==> config.mk <==
export PLATFORM = sky130hd
export DESIGN_NAME = ibex_multdiv_seq_flat
export DESIGN_NICKNAME = d
export VERILOG_FILES = /design/src/rtl/ibex_pkg.sv /design/src/rtl/ibex_multdiv_seq_if.sv /design/src/rtl/ibex_multdiv_seq.sv /design/src/flat_wrapper.sv
export SDC_FILE = /design/constraint.sdc
export NUM_CORES = 1
export LEC_CHECK = 0
export ABC_AREA = 1
export BUFFER_PORTS_ARGS = -buffer_cell sky130_fd_sc_hd__buf_4
export CAP_MARGIN = 20
export CELL_PAD_IN_SITES_DETAIL_PLACEMENT = 1
export CELL_PAD_IN_SITES_GLOBAL_PLACEMENT = 2
export CORE_MARGIN = 8
export CORE_UTILIZATION = 30
export CTS_BUF_LIST = sky130_fd_sc_hd__clkbuf_8 sky130_fd_sc_hd__clkbuf_16
export CTS_CLUSTER_SIZE = 40
export DETAILED_ROUTE_END_ITERATION = 10
export GPL_ROUTABILITY_DRIVEN = 1
export HOLD_SLACK_MARGIN = 0.05
export PLACE_DENSITY = 0.87
export SLEW_MARGIN = 20
export SYNTH_ARGS = -nofsm -noshare
export SYNTH_HDL_FRONTEND = slang
export SYNTH_SLANG_ARGS = --single-unit
export TNS_END_PERCENT = 1
==> constraint.sdc <==
create_clock -name clk_i -period 2.7 [get_ports clk_i]
set_input_delay 0.27 -clock clk_i [delete_from_list [all_inputs] [get_ports clk_i]]
set_output_delay 0.27 -clock clk_i [all_outputs]
set_load 0.03 [all_outputs]
==> src/rtl/ibex_pkg.sv <==
// Shared types and constants for the sequential multiply/divide unit.
package ibex_pkg;

  typedef enum logic [1:0] {
    MD_MULL  = 2'd0,
    MD_MULHU = 2'd1,
    MD_DIVU  = 2'd2,
    MD_REMU  = 2'd3
  } md_op_e;

  typedef enum logic [1:0] {
    MD_IDLE = 2'd0,
    MD_CALC = 2'd1,
    MD_DONE = 2'd2
  } md_state_e;

  localparam int unsigned MD_ITERATIONS = 32;

  // MULHU and REMU deliver the upper/remainder register, MULL and DIVU the q register.
  function automatic logic md_result_hi(input md_op_e op);
    return (op == MD_MULHU) || (op == MD_REMU);
  endfunction

endpackage

==> src/rtl/ibex_multdiv_seq_if.sv <==
// Request/response bundle between the pipeline and the sequential multdiv unit.
interface ibex_multdiv_seq_if
  import ibex_pkg::*;
();
  logic        req_i;
  md_op_e      op_i;
  logic [31:0] operand_a_i;
  logic [31:0] operand_b_i;
  logic        kill_i;
  logic        busy_o;
  logic        valid_o;
  logic [31:0] result_o;

  modport master (
    output req_i, op_i, operand_a_i, operand_b_i, kill_i,
    input  busy_o, valid_o, result_o
  );

  modport slave (
    input  req_i, op_i, operand_a_i, operand_b_i, kill_i,
    output busy_o, valid_o, result_o
  );
endinterface

==> src/rtl/ibex_multdiv_seq.sv <==
// Sequential unsigned multiply (shift-add) / divide (restoring) unit.
// Uses the external ALU adder, 32 iterations per operation.
// Optional: IBEX_MULTDIV_ZERO_BYPASS_EN finishes b==0 operations without iterating.
module ibex_multdiv_seq
  import ibex_pkg::*;
(
  input  logic              clk_i,
  input  logic              rst_i,
  ibex_multdiv_seq_if.slave md,
  output logic              alu_en_o,
  output logic [32:0]       alu_operand_a_o,
  output logic [32:0]       alu_operand_b_o,
  input  logic [33:0]       alu_adder_ext_i
);

  md_state_e   state, state_next;
  md_op_e      op;
  logic [4:0]  cnt;
  logic [31:0] op_b;
  logic [31:0] hi;      // multiply accumulator or division remainder
  logic [31:0] q;
  logic [31:0] result;
  logic [31:0] hi_step, q_step;
  logic [32:0] s;
  logic        ok;
  logic        is_div;
  logic        accept;
  logic        bypass;
  logic [31:0] bypass_result;
  logic        unused_ext0;

  assign accept      = (state == MD_IDLE) && md.req_i && !md.kill_i;
  assign is_div      = (op == MD_DIVU) || (op == MD_REMU);
  assign unused_ext0 = alu_adder_ext_i[0];

  // Zero-divisor shortcut: results match what the iteration would produce.
  always_comb begin
    bypass        = 1'b0;
    bypass_result = '0;
`ifdef IBEX_MULTDIV_ZERO_BYPASS_EN
    bypass = accept && (md.operand_b_i == '0);
    case (md.op_i)
      MD_DIVU: bypass_result = '1;
      MD_REMU: bypass_result = md.operand_a_i;
      default: bypass_result = '0;
    endcase
`endif
  end

  // State register
  always_ff @(posedge clk_i) begin
    if (rst_i) state <= MD_IDLE;
    else       state <= state_next;
  end

  // Next state and handshake outputs; kill overrides every transition
  always_comb begin
    state_next = state;
    case (state)
      MD_IDLE: if (accept) state_next = bypass ? MD_DONE : MD_CALC;
      MD_CALC: if (cnt == '0) state_next = MD_DONE;
      MD_DONE: state_next = MD_IDLE;
      default: state_next = MD_IDLE;
    endcase
    if (md.kill_i) state_next = MD_IDLE;
    md.busy_o  = (state != MD_IDLE);
    md.valid_o = (state == MD_DONE) && !md.kill_i;
    alu_en_o   = (state == MD_CALC);
  end

  // One iteration step: ALU operand formatting and next register values
  always_comb begin
    alu_operand_a_o = '0;
    alu_operand_b_o = '0;
    s               = {hi, q[31]};
    ok              = 1'b0;
    hi_step         = hi;
    q_step          = q;
    if (state == MD_CALC) begin
      if (is_div) begin
        // Trailing 1s make the adder compute s - b; ext[33] is the no-borrow flag.
        alu_operand_a_o = {s[31:0], 1'b1};
        alu_operand_b_o = {~op_b, 1'b1};
        ok              = s[32] | alu_adder_ext_i[33];
        hi_step         = ok ? alu_adder_ext_i[32:1] : s[31:0];
        q_step          = {q[30:0], ok};
      end else begin
        alu_operand_a_o    = {hi, 1'b1};
        alu_operand_b_o    = {(q[0] ? op_b : 32'h0), 1'b0};
        {hi_step, q_step}  = {alu_adder_ext_i[33], alu_adder_ext_i[32:1], q[31:1]};
      end
    end
  end

  // Operand capture on accept, one step per CALC cycle, result on entry to DONE
  always_ff @(posedge clk_i) begin
    if (rst_i) begin
      op     <= MD_MULL;
      op_b   <= '0;
      hi     <= '0;
      q      <= '0;
      cnt    <= '0;
      result <= '0;
    end else if (accept) begin
      op   <= md.op_i;
      op_b <= md.operand_b_i;
      hi   <= '0;
      q    <= md.operand_a_i;
      cnt  <= 5'(MD_ITERATIONS - 1);
      if (bypass) result <= bypass_result;
    end else if ((state == MD_CALC) && !md.kill_i) begin
      hi  <= hi_step;
      q   <= q_step;
      cnt <= cnt - 5'd1;
      if (cnt == '0) result <= md_result_hi(op) ? hi_step : q_step;
    end
  end

  assign md.result_o = result;

endmodule
==> src/flat_wrapper.sv <==
// flat-port wrapper written by rule: the top's interface ports become plain ports
module ibex_multdiv_seq_flat import ibex_pkg::*;
  (clk_i, rst_i, alu_en_o, alu_operand_a_o, alu_operand_b_o, alu_adder_ext_i, md_req_i, md_op_i, md_operand_a_i, md_operand_b_i, md_kill_i, md_busy_o, md_valid_o, md_result_o);
  ibex_multdiv_seq_if md_i ();
  input  logic clk_i;
  input  logic rst_i;
  output logic alu_en_o;
  output logic [32:0] alu_operand_a_o;
  output logic [32:0] alu_operand_b_o;
  input  logic [33:0] alu_adder_ext_i;
  input wire logic [$bits(md_i.req_i)-1:0] md_req_i;
  input wire logic [$bits(md_i.op_i)-1:0] md_op_i;
  input wire logic [$bits(md_i.operand_a_i)-1:0] md_operand_a_i;
  input wire logic [$bits(md_i.operand_b_i)-1:0] md_operand_b_i;
  input wire logic [$bits(md_i.kill_i)-1:0] md_kill_i;
  output wire logic [$bits(md_i.busy_o)-1:0] md_busy_o;
  output wire logic [$bits(md_i.valid_o)-1:0] md_valid_o;
  output wire logic [$bits(md_i.result_o)-1:0] md_result_o;
  assign md_i.req_i = md_req_i;
  assign md_i.op_i = md_op_i;
  assign md_i.operand_a_i = md_operand_a_i;
  assign md_i.operand_b_i = md_operand_b_i;
  assign md_i.kill_i = md_kill_i;
  assign md_busy_o = md_i.busy_o;
  assign md_valid_o = md_i.valid_o;
  assign md_result_o = md_i.result_o;
  ibex_multdiv_seq u_core (.clk_i(clk_i), .rst_i(rst_i), .md(md_i), .alu_en_o(alu_en_o), .alu_operand_a_o(alu_operand_a_o), .alu_operand_b_o(alu_operand_b_o), .alu_adder_ext_i(alu_adder_ext_i));
endmodule
# After elaboration in Yosys (flattened, before gate mapping)
# Index checks and enable logic that the tools add are counted.
# classes
n_mux	18
bitwise	3
n_reduce_logical	15
eq_ne	7
add_sub_neg	1
# ops
cell	count
2-to-1 mux 32 bit	9
2-to-1 mux 33 bit	4
NOT 32 bit	1
2-to-1 mux 5 bit	2
== test 2 bit (second input constant)	3
logical NOT 5 bit	1
subtractor 5 x 1 -> 5 bit (second input constant)	1
== test 2 x 1 -> 1 bit (second input constant)	2
logical AND 1 bit	4
2-to-1 mux 2 bit	2
inequality test 2 x 1 -> 1 bit (second input constant)	2
one-hot mux 2 bit (2 select lines)	1
nonzero test 2 bit	2
OR reduction 2 bit	2
AND reduction 3 bit	1
logical NOT 2 bit	1
logical OR 1 bit	2
AND reduction 2 bit	1
logical NOT 1 bit	1
NOT 1 bit	1
OR 1 bit	1
# word_totals
inputBits	104
ff_bits	137
out_inout_bits	101

# Depth between registers and ports, before layout
# depth
ltp_word	6
mapped_depth	10
ltp_nobuf	8

# Worst setup path after synthesis
# No wires, ideal clock.
# synth_path
path_kind	register to output
from	register u_core.state[0]
to	output port alu_operand_b_o[10]
stages_incl_launch_ff	6
required_ps	2430
arrival_ps	1750
setup_slack_ps	680
path_cell_list	dfxtp_1 nand2_2 buf_2 buf_2 buf_2 a211oi_1
# synth_via
elab_chain_len	2
# synth_lines
item	line_no	rtl
from (decl)	ibex_multdiv_seq.sv:16	md_state_e state, state_next;
from (signal assigned)	ibex_multdiv_seq.sv:53	else state <= state_next;
== test 2 x 1 -> 1 bit	ibex_multdiv_seq.sv:79	if (state == MD_CALC) begin
2-to-1 mux 33 bit	ibex_multdiv_seq.sv:79	
to (decl)	flat_wrapper.sv:9	output logic [32:0] alu_operand_b_o;
# Every way passes these cells.

# Worst setup path in the final report
# layout_path
from	register u_core.state[0]
to	output port alu_operand_b_o[11]
# The elaborated chain is that of the path after synthesis.

==> results.tsv <==
metric	value	unit
status	completed	
Worst Max-Slew Pin Slew	0.9562	ns
Post-DP Area	10330	sq um
Final TNS setup	0	ns
DR vias	9887	
Peak VDD IR	0.2329	mV
ANT cells	0	
CTS Buf Count	17	
Worst-Skew Late Latency	0.42	ns
crit end category	output port	
CP startpoint	u_core.state[0]	
WP data arrival	2.02	ns
Yosys warning count	0	
Root Driver	clkbuf_16	
Total GRT Usage	19.95	%
Initial Util	30.21	%
ANT nets after route	0	
fin nets	1673	
Longest Clk Path Bufs	2	
# fillers	3803	
setup violators final	0	
initial DRC count	444	
Synth Register Bits	137	
average size of a mapped cell	5.949	sq um
Power, Total	5.536	mW
DRT Pass-1 Iters	4	
Leak	5.071	nW
Power Dens Cells	506.3	nW/um^2
hold path start	md_operand_b_i[30]	
vias in the first global route	10060	
routability cong.	0.7604	
Detailed Place HPWL	22.35	mm
final core occ	38.51	%
total core area	28390	sq um
setup bufs post-CTS	0	
CTS resizes	0	
unrepaired setup endpoints after global routing	false	
die height	185.1	um
DR WL/cell	17.45	um
fin crit share	84.93	%
DIE AREA	34260	sq um
final wirelength	34.27	mm
Max Cap Viol	0	
Hold Slack	0.1256	ns
vias per cell	5.034	
post-route clock skew	0.01417	ns
worst-path fanout max	31	
Setup crit start kind	flip-flop	
clock period minus worst slack	2.293	ns
GRT overflow	0	
syn_nets	1547	
initial antenna violation count	3	
Max Fclk	0.4361	GHz
Post-Synthesis Cell Area	8578	sq um
CTS tree	done	
Post-CTS Hold Fix Bufs	0	
port bufs	203	
Rows	62	
Post-Synthesis Cells	1442	
htree depth	4	
r2r startpoint	u_core.state[1]	
first-pass GRT wire length	55.19	mm
share of cells above drive strength 1	17.28	%
Rel. slew slack	36.26	%
final instance area	10930	sq um
Post-route DRC	0	
die width	185.1	um
Final Hold Fails	0	
Pins Over Slew Limit	0	
Area Growth Syn to Fin	27.46	%
Sink Count	137	
clock slew at reported path FFs	0.06	ns
largest net degree at the start of global routing	91	
sequential element share of the synthesized area	31.97	%
WP data required	2.43	ns
I/O pin total	205	
Hold WC Path Type	primary input to flip-flop	
WS Path Type	flip-flop to output port	
Netlist cell types	21	
## cells in the final DEF, fill, tap and decap left out, drive strengths merged
| cell | count |
|---|---|
| bufinv | 3 |
| nor3 | 1 |
| ha | 1 |
| nand3 | 179 |
| clkbuf | 19 |
| nand2 | 371 |
| clkinvlp | 1 |
| inv | 209 |
| buf | 229 |
| nor2 | 20 |
| a211oi | 32 |
| o21ai | 76 |
| a21oi | 295 |
| a31oi | 2 |
| clkinv | 5 |
| dfxtp | 137 |
## worst max-delay path: stages (launching register included)
cell and delay, ns:
dfxtp_1 0.49, nand2_4 0.30, buf_4 0.31, a211oi_1 0.28, buf_4 0.22
## metrics by stage
stage               instances  setup WS, ns
floorplan                1442        0.6796
global placement         1933        0.8185
detailed placement       1933        0.7867
CTS                      1964        0.3661
global route             1964        0.2707
finish                   1964        0.4069
## cell usage after synthesis, drive strengths merged
cell,number,area share [%]
a211oi,32,2.8
a21oi,295,17
a31oi,2,0.15
buf,84,4.8
clkbuf,38,1.7
dfxtp,137,32
ha,1,0.15
inv,206,9.0
nand2,371,16
nand3,179,10
nor2,20,0.99
nor3,1,0.058
o21ai,76,4.4
## power breakdown
part	leakage [nW]	switching, mW	internal, mW
registers	1.11	0.0810	2.10
logic	3.66	0.559	0.319
clock network	0.301	0.980	1.50
## metal layers
metal	wire length, um	vias up	GRT usage, %	share of wire, %
met4	323	6	4.577	0.94
met1	16090	4706	26.21	47
li1	-	4917	-	-
met2	15100	230	31.37	44
met5	43	-	0	0.13
met3	2717	28	6.414	7.9
## state kept, by name, summed over array words and instances (netlist names)
name                flops
u_core.cnt              5
u_core.hi              32
u_core.md.result_o     32
u_core.op               2
u_core.op_b            32
u_core.q               32
u_core.state            2
## logic make-up (layout without fill, tap and decap cells)
family | Yosys count | count (layout) | share of synthesized area [%]
AO/OA/AOI/OAI | 405 | 405 | 24.59
adder cells (fa/ha/maj) | 1 | 1 | 0.1458
buffers and inverters | 328 | 466 | 15.50
flip-flops | 137 | 137 | 31.97
AND/OR/NAND/NOR | 571 | 571 | 27.79
## cell type report
| cell class | instances | area [sq um] | share of cell area [%] |
|---|---|---|---|
| Inverter | 206 | 773.2 | 7.072 |
| Timing Repair Buffer | 229 | 1794 | 16.41 |
| Sequential cell | 137 | 2746 | 25.12 |
| Tap cell | 384 | 480.5 | 4.394 |
| Multi-Input combinational cell | 977 | 4538 | 41.50 |
| Clock inverter | 12 | 148.9 | 1.362 |
| Clock buffer | 19 | 452.9 | 4.142 |
## worst paths after layout
path / slack [ns] / to / cells after the start
min reg2reg: 0.47 / u_core.cnt[0] / 2
max: 0.41 / alu_operand_b_o[11] / 4
min: 0.13 / u_core.op_b[30] / 3
max reg2reg: 0.75 / u_core.md.result_o[20] / 6
No activity file was read; power rests on OpenSTA's default activity.
